`src/rtl/rf_pkg.sv`:
```
// Shared register-file constants and types for the writeback path.
package rf_pkg;

  localparam int XLEN       = 64;
  localparam int GPR_AW     = 5;
  localparam int NR_GPR     = 32;
  localparam int SB_CNT_W   = 2;
  localparam int SB_CNT_MAX = 3;

  typedef logic [GPR_AW-1:0] gpr_addr_t;
  typedef logic [XLEN-1:0]   xlen_t;

endpackage

```
`src/rtl/rf_wb_arbiter_rr.sv`:
```
// Round-robin arbiter: one-hot grant, search starts one past the last winner.
module rr_arbiter #(
  parameter int N = 3
) (
  input  logic         clock,
  input  logic         reset,
  input  logic [N-1:0] req,
  input  logic         advance,
  output logic [N-1:0] grant
);

  localparam int PW = (N > 1) ? $clog2(N) : 1;
  localparam logic [PW-1:0] LAST_INIT = PW'(N - 1);

  logic [PW-1:0] last_q;
  logic [PW-1:0] last_d;
  logic [PW-1:0] win;
  logic [PW:0]   pos;
  logic          found;

  // Wrapping priority search starting at (last + 1) mod N.
  always_comb begin
    grant = '0;
    win   = last_q;
    found = 1'b0;
    pos   = '0;
    for (int k = 0; k < N; k++) begin
      pos = {1'b0, last_q} + (PW+1)'(k + 1);
      if (pos >= (PW+1)'(N)) begin
        pos = pos - (PW+1)'(N);
      end
      if (!found && req[pos[PW-1:0]]) begin
        grant[pos[PW-1:0]] = 1'b1;
        win                = pos[PW-1:0];
        found              = 1'b1;
      end
    end
  end

  // Pointer moves to the winner only when a grant is actually taken.
  always_comb begin
    last_d = last_q;
    if (advance && found) begin
      last_d = win;
    end
  end

  // Pointer register; reset leaves requester 0 as the first winner.
  always_ff @(posedge clock or negedge reset) begin
    if (!reset) begin
      last_q <= LAST_INIT;
    end else begin
      last_q <= last_d;
    end
  end

endmodule

```
`src/rtl/rf_wb_arbiter.sv`:
```
// Register-file writeback arbiter with per-GPR pending-write scoreboard.
// Handshake: a requester transfers in any cycle where req_valid[i] and
// req_ready[i] are both high; ready is never high without valid, and a
// valid requester keeps rd/data stable until it sees ready.
module rf_wb_arbiter
  import rf_pkg::*;
#(
  parameter int NREQ = 3,
  parameter int XLEN = rf_pkg::XLEN,
  parameter int AW   = GPR_AW
) (
  input  logic                 clock,
  input  logic                 reset,
  input  logic [NREQ-1:0]      req_valid,
  output logic [NREQ-1:0]      req_ready,
  input  logic [NREQ*AW-1:0]   req_rd,
  input  logic [NREQ*XLEN-1:0] req_data,
  output logic                 rf_wen,
  output logic [AW-1:0]        rf_waddr,
  output logic [XLEN-1:0]      rf_wdata,
  input  logic                 sb_set,
  input  logic [AW-1:0]        sb_set_rd,
  output logic                 sb_full,
  input  logic [AW-1:0]        rs1,
  input  logic [AW-1:0]        rs2,
  output logic                 rs1_busy,
  output logic                 rs2_busy,
  input  logic                 flush
);

  localparam int NREG = 2 ** AW;
  localparam logic [SB_CNT_W-1:0] CNT_MAX = SB_CNT_W'(SB_CNT_MAX);

  logic [NREQ-1:0] grant;
  logic            hs;
  logic [AW-1:0]   sel_rd;
  logic [XLEN-1:0] sel_data;

  logic            rf_wen_q,   rf_wen_d;
  logic [AW-1:0]   rf_waddr_q, rf_waddr_d;
  logic [XLEN-1:0] rf_wdata_q, rf_wdata_d;

  logic [SB_CNT_W-1:0] cnt_q [NREG];
  logic [SB_CNT_W-1:0] cnt_d [NREG];

  rr_arbiter #(.N(NREQ)) u_rr (
    .clock   (clock),
    .reset   (reset),
    .req     (req_valid),
    .advance (hs),
    .grant   (grant)
  );

  assign req_ready = grant;
  assign hs        = |grant;

  // Mux the granted requester's destination and data.
  always_comb begin
    sel_rd   = '0;
    sel_data = '0;
    for (int i = 0; i < NREQ; i++) begin
      if (grant[i]) begin
        sel_rd   = req_rd[i*AW +: AW];
        sel_data = req_data[i*XLEN +: XLEN];
      end
    end
  end

  // Next write-port state; writes to x0 complete the handshake but are dropped.
  always_comb begin
    rf_wen_d   = 1'b0;
    rf_waddr_d = rf_waddr_q;
    rf_wdata_d = rf_wdata_q;
    if (hs && (sel_rd != '0)) begin
      rf_wen_d   = 1'b1;
      rf_waddr_d = sel_rd;
      rf_wdata_d = sel_data;
    end
  end

  // Registered write port, one cycle after the handshake.
  always_ff @(posedge clock or negedge reset) begin
    if (!reset) begin
      rf_wen_q   <= 1'b0;
      rf_waddr_q <= '0;
      rf_wdata_q <= '0;
    end else begin
      rf_wen_q   <= rf_wen_d;
      rf_waddr_q <= rf_waddr_d;
      rf_wdata_q <= rf_wdata_d;
    end
  end

  assign rf_wen   = rf_wen_q;
  assign rf_waddr = rf_waddr_q;
  assign rf_wdata = rf_wdata_q;

  // Scoreboard update: flush wins, a same-edge set and retire cancel out.
  always_comb begin
    logic inc;
    logic dec;
    for (int r = 0; r < NREG; r++) begin
      cnt_d[r] = cnt_q[r];
      inc = sb_set && (sb_set_rd == AW'(r)) && (cnt_q[r] != CNT_MAX);
      dec = rf_wen_q && (rf_waddr_q == AW'(r));
      if (r == 0 || flush) begin
        cnt_d[r] = '0;
      end else if (inc && !dec) begin
        cnt_d[r] = cnt_q[r] + 1'b1;
      end else if (dec && !inc && (cnt_q[r] != '0)) begin
        cnt_d[r] = cnt_q[r] - 1'b1;
      end
    end
  end

  // Pending-write counters, one per GPR; x0 is held at zero.
  always_ff @(posedge clock or negedge reset) begin
    if (!reset) begin
      for (int r = 0; r < NREG; r++) begin
        cnt_q[r] <= '0;
      end
    end else begin
      for (int r = 0; r < NREG; r++) begin
        cnt_q[r] <= cnt_d[r];
      end
    end
  end

  assign sb_full  = (sb_set_rd != '0) && (cnt_q[sb_set_rd] == CNT_MAX);
  assign rs1_busy = (cnt_q[rs1] != '0);
  assign rs2_busy = (cnt_q[rs2] != '0);

endmodule

```
`config.mk`:
```
export PLATFORM = sky130hd
export DESIGN_NAME = rf_wb_arbiter
export DESIGN_NICKNAME = d
export VERILOG_FILES = /design/src/rtl/rf_pkg.sv /design/src/rtl/rf_wb_arbiter_rr.sv /design/src/rtl/rf_wb_arbiter.sv
export SDC_FILE = /design/constraint.sdc
export NUM_CORES = 1
export LEC_CHECK = 0
export ABC_AREA = 1
export ABC_CLOCK_PERIOD_IN_PS = 2560
export CAP_MARGIN = 5
export CORE_ASPECT_RATIO = 0.75
export CORE_MARGIN = 5
export CORE_UTILIZATION = 40
export DETAILED_ROUTE_END_ITERATION = 7
export MAX_ROUTING_LAYER = met4
export PLACE_DENSITY = 0.7
export SLEW_MARGIN = 0
export SYNTH_ARGS = -nofsm -noshare
export SYNTH_HDL_FRONTEND = slang
export SYNTH_SLANG_ARGS = --single-unit
```
`constraint.sdc`:
```
create_clock -name clock -period 2.56 [get_ports clock]
set_input_delay 0.512 -clock clock [delete_from_list [all_inputs] [get_ports clock]]
set_output_delay 0.512 -clock clock [all_outputs]
set_load 0.01 [all_outputs]
```
==> out/results.txt <==
Number of buffers created by CTS: 17
Number of nets in the final layout: 2,146
Endpoint required time on the critical path: 2.88 ns
Clock root buffer master: clkbuf_16
Register-to-register setup slack: -0.25 ns
Initial Util: 0.402
Violated checks: negative setup slack
Detailed Place HPWL: 34,400 um
Global-route wire length before repair: 66,700 um
Number of violations reported at the end of detailed-routing iteration 0: 1,101
Area enclosed by the die boundary: 28,100 um2
Maximum root-to-sink buffer count: 2
Power spent charging and discharging nets: 0.0134 W
Area occupied by registers: 3360 um2
Number of vias per cell after detailed routing: 5.53
Internal portion of total power: 0.0140 W
Final instance area: 15,800 um2
Top-level port count: 305
Residual DRC count: 0
Share of layout cells above drive strength 1: 0.177
Worst reg2reg endpoint: rf_wdata[14]$_DFFE_PN0P_
Core Area: 24,700 um2
Synth unique cells: 48
Initial antenna violation count: 2
Post-detailed-route count of antenna-violating nets: 0
Post-synth top area share: 0.335
Critical path cell sequence: inv_4 > ha_4 > nand2_1 > nand2_2 > nand2_8 > nand2_4 > nor2_8 > a21oi_4 > nand2_8 > nor2_4 > nor2_4 > buf_6 > inv_4 > nor2_4 > buf_12 > clkbuf_16 > nand3_1 > nand2_1
Area used by multi-input combinational logic: 6120 um2
Number of hold violations in the final report: 0
Category of the critical setup timing path: reg2reg
PortBufs: 304
Reg-to-Reg Start: u_rr.last_q[1]$_DFFE_PN1P_
Leakage: 7.27 nW
Ys async rst share: 1.00
Via count of the first global-routing pass: 11,800
Standard-cell row count: 50
Vias: 12,500
Crit Path Max Fanout: 14
Result of the run: finished, violations left
Clk_lat worst skew: 0.43 ns
Number of pins exceeding their max-slew limit in the final report: 0
Unrepaired setup endpoints after global routing: yes
Post-synthesis sequential area ratio: 0.337
Y dimension of the die: 147 um
Power per cell area: 1730 nW/um2
Period utilisation layout: 1.10
Depth of the worst register-to-register path: 18
Clock network fraction of design power: 0.098
Critical path launch point type: flop
Combinational fraction of design power: 0.778
Cell taking the most area after synthesis: dfrtp_1
Stage delay of the slowest cell on the critical path: 0.55 ns
TritonCTS clock tree: done
Max transition margin: 0.499
Synthesized instance count: 1,498
Clock Pin Slew Worst Setup and Hold Paths: 0.07 ns
Maximum capacitance violations: 0
Area post-placement: 14,300 um2
Maximum number of pins on one net before global-route repair: 76
Horiz. Die Dim: 192 um
H-tree depth: 4
Number of enable-type register cells in the synthesized netlist: 0
Synth Net Count: 1,733
Switching share of total power: 0.490
Leading cell type in the layout, fill and taps excluded: nand2_1
Part of the total power dissipated in sequential elements: 0.123
Most frequent cells in the layout: 325 x nand2_1, 289 x clkdlybuf4s50_1, 236 x nand3_1, 131 x dfrtp_1, 128 x inv_1
Total of endpoints with negative setup slack in the final report: 73
Average cell area after synthesis: 6.64 um2
Final worst hold slack: 0.104 ns
Time the final worst path needs with I/O delays and setup: 2.81 ns
Total routed wirelength: 44,800 um
Fmax: 0.356 GHz
Highest ir drop seen on vdd: 1730 uV
Area added between synthesis and finish: 58.9%
Worst path setup slack after routing: -0.249 ns
Setup tns final: -14.47 ns
Grt total ovfl: 0
Total number of clock tree sinks: 134
Placed insts: 2,204
Routability cong.: 1.01
Predominant post-synthesis flop cell: dfrtp_1
Number of warnings reported in the yosys synthesis log: 0
Crit-path slowest cell: dfstp_2
Largest delay contributor family on the critical path: simple AND/OR/NAND/NOR gates
Top area cells in the synthesized netlist: dfrtp_1 33%, nand2_1 14%, nand3_1 12%
Min-delay worst type: in2async
Buffers plus inverters on the worst setup path: 5
Count of fill cells added during filler insertion: 2,171
Number of buffers inserted for hold repair after clock tree synthesis: 0
Avg WL per Cell: 19.8 um
Power consumption: 0.0274 W
Nature of the critical path endpoint: flop
GRT Util Overall: 0.312
Worst clock skew: 0.0168 ns
Yosys reg bits: 134
Cell Area, Synth: 9940 um2
Worst path arrival time: 3.13 ns
Cell type with the highest occurrence count on the critical path: nor2_4
Slew of the pin with the lowest slew margin: 0.752 ns
Filler-free cell count of the finished design: 2,264
Count of TritonRoute iterations in the first routing pass: 5
[kinds of logic after synthesis]
| kind of cell | share of synthesized area |
|---|---|
| simple gates | 0.340 |
| compound gates | 0.220 |
| buf+inv | 0.0958 |
| flops | 0.337 |
| fa+ha+maj | 0.00755 |
[per-stage QoR]
| step | setup WS, ns | utilization |
|---|---|---|
| CTS | -0.163 | 0.620 |
| detailed placement | -0.686 | 0.579 |
| global route | -0.372 | 0.639 |
| global placement | -0.705 | 0.579 |
| floorplan | 0.0263 | - |
| finish | -0.249 | 0.639 |
[cells in the mapped netlist (all sizes together), types with 4 or more instances]
| library cell | count |
|---|---|
| inv | 150 |
| buf | 56 |
| o21ai | 99 |
| ha | 6 |
| o22ai | 29 |
| o2bb2ai | 5 |
| nand2 | 364 |
| o21bai | 64 |
| nor2 | 147 |
| clkbuf | 18 |
| nor4 | 4 |
| o211ai | 16 |
| o31ai | 6 |
| nand3 | 246 |
| a31oi | 13 |
| nand4 | 7 |
| o221ai | 6 |
| a21oi | 91 |
| dfrtp | 133 |
| a22oi | 10 |
[registers in the layout, indices dropped and copies added, names as in the netlist]
name and cells:
u_rr.last_q 2, rf_wen 1, cnt_q 62, rf_wdata 64, rf_waddr 5
[worst max path at each step]
stage                                from  slack [ns]  cells after the start                       end
2_1_floorplan  u_rr.last_q[1]$_DFFE_PN1P_        0.03                     17   rf_wdata[0]$_DFFE_PN0P_
6_report       u_rr.last_q[1]$_DFFE_PN1P_       -0.25                     18  rf_wdata[14]$_DFFE_PN0P_
5_1_grt        u_rr.last_q[1]$_DFFE_PN1P_       -0.37                     18  rf_wdata[13]$_DFFE_PN0P_
3_3_place_gp                 sb_set_rd[0]       -0.70                     11                   sb_full
4_1_cts        u_rr.last_q[1]$_DFFE_PN1P_       -0.16                     15   rf_wdata[1]$_DFFE_PN0P_
3_5_place_dp                 sb_set_rd[0]       -0.69                     11                   sb_full
[routing by layer]
metal	wire length, um	track usage	up-vias
li1	-	-	5921
met1	19800	0.430	5950
met2	20800	0.481	581
met3	3300	0.0578	74
met4	922	0.0677	0
met5	0	-	-
[power groups by stage]
stage               Clock (W)  Sequential, W  Combinational [W]
floorplan                   0        0.00351             0.0101
global placement            0        0.00334             0.0173
detailed placement          0        0.00336             0.0175
CTS                   0.00272        0.00335             0.0191
global route          0.00281        0.00344             0.0229
finish                0.00269        0.00337             0.0213
[repair_timing]
item / CTS / global route
gates cloned: 3 / 4
setup buffers: 10 / 9
resized for setup: 104 / 104
setup endpoints to repair: 76 / 77
pin swaps: 21 / 19
[layout make-up]
class | instances | share of cell area
multi-input cells | 1138 | 0.387
repair buffers | 467 | 0.296
flip-flops and latches | 134 | 0.212
inverters | 153 | 0.0375
clock buffers | 19 | 0.0280
well taps | 338 | 0.0268
clock inverters | 13 | 0.0116
diodes | 2 | 0.000317
Power figures use the tool's default switching activity.
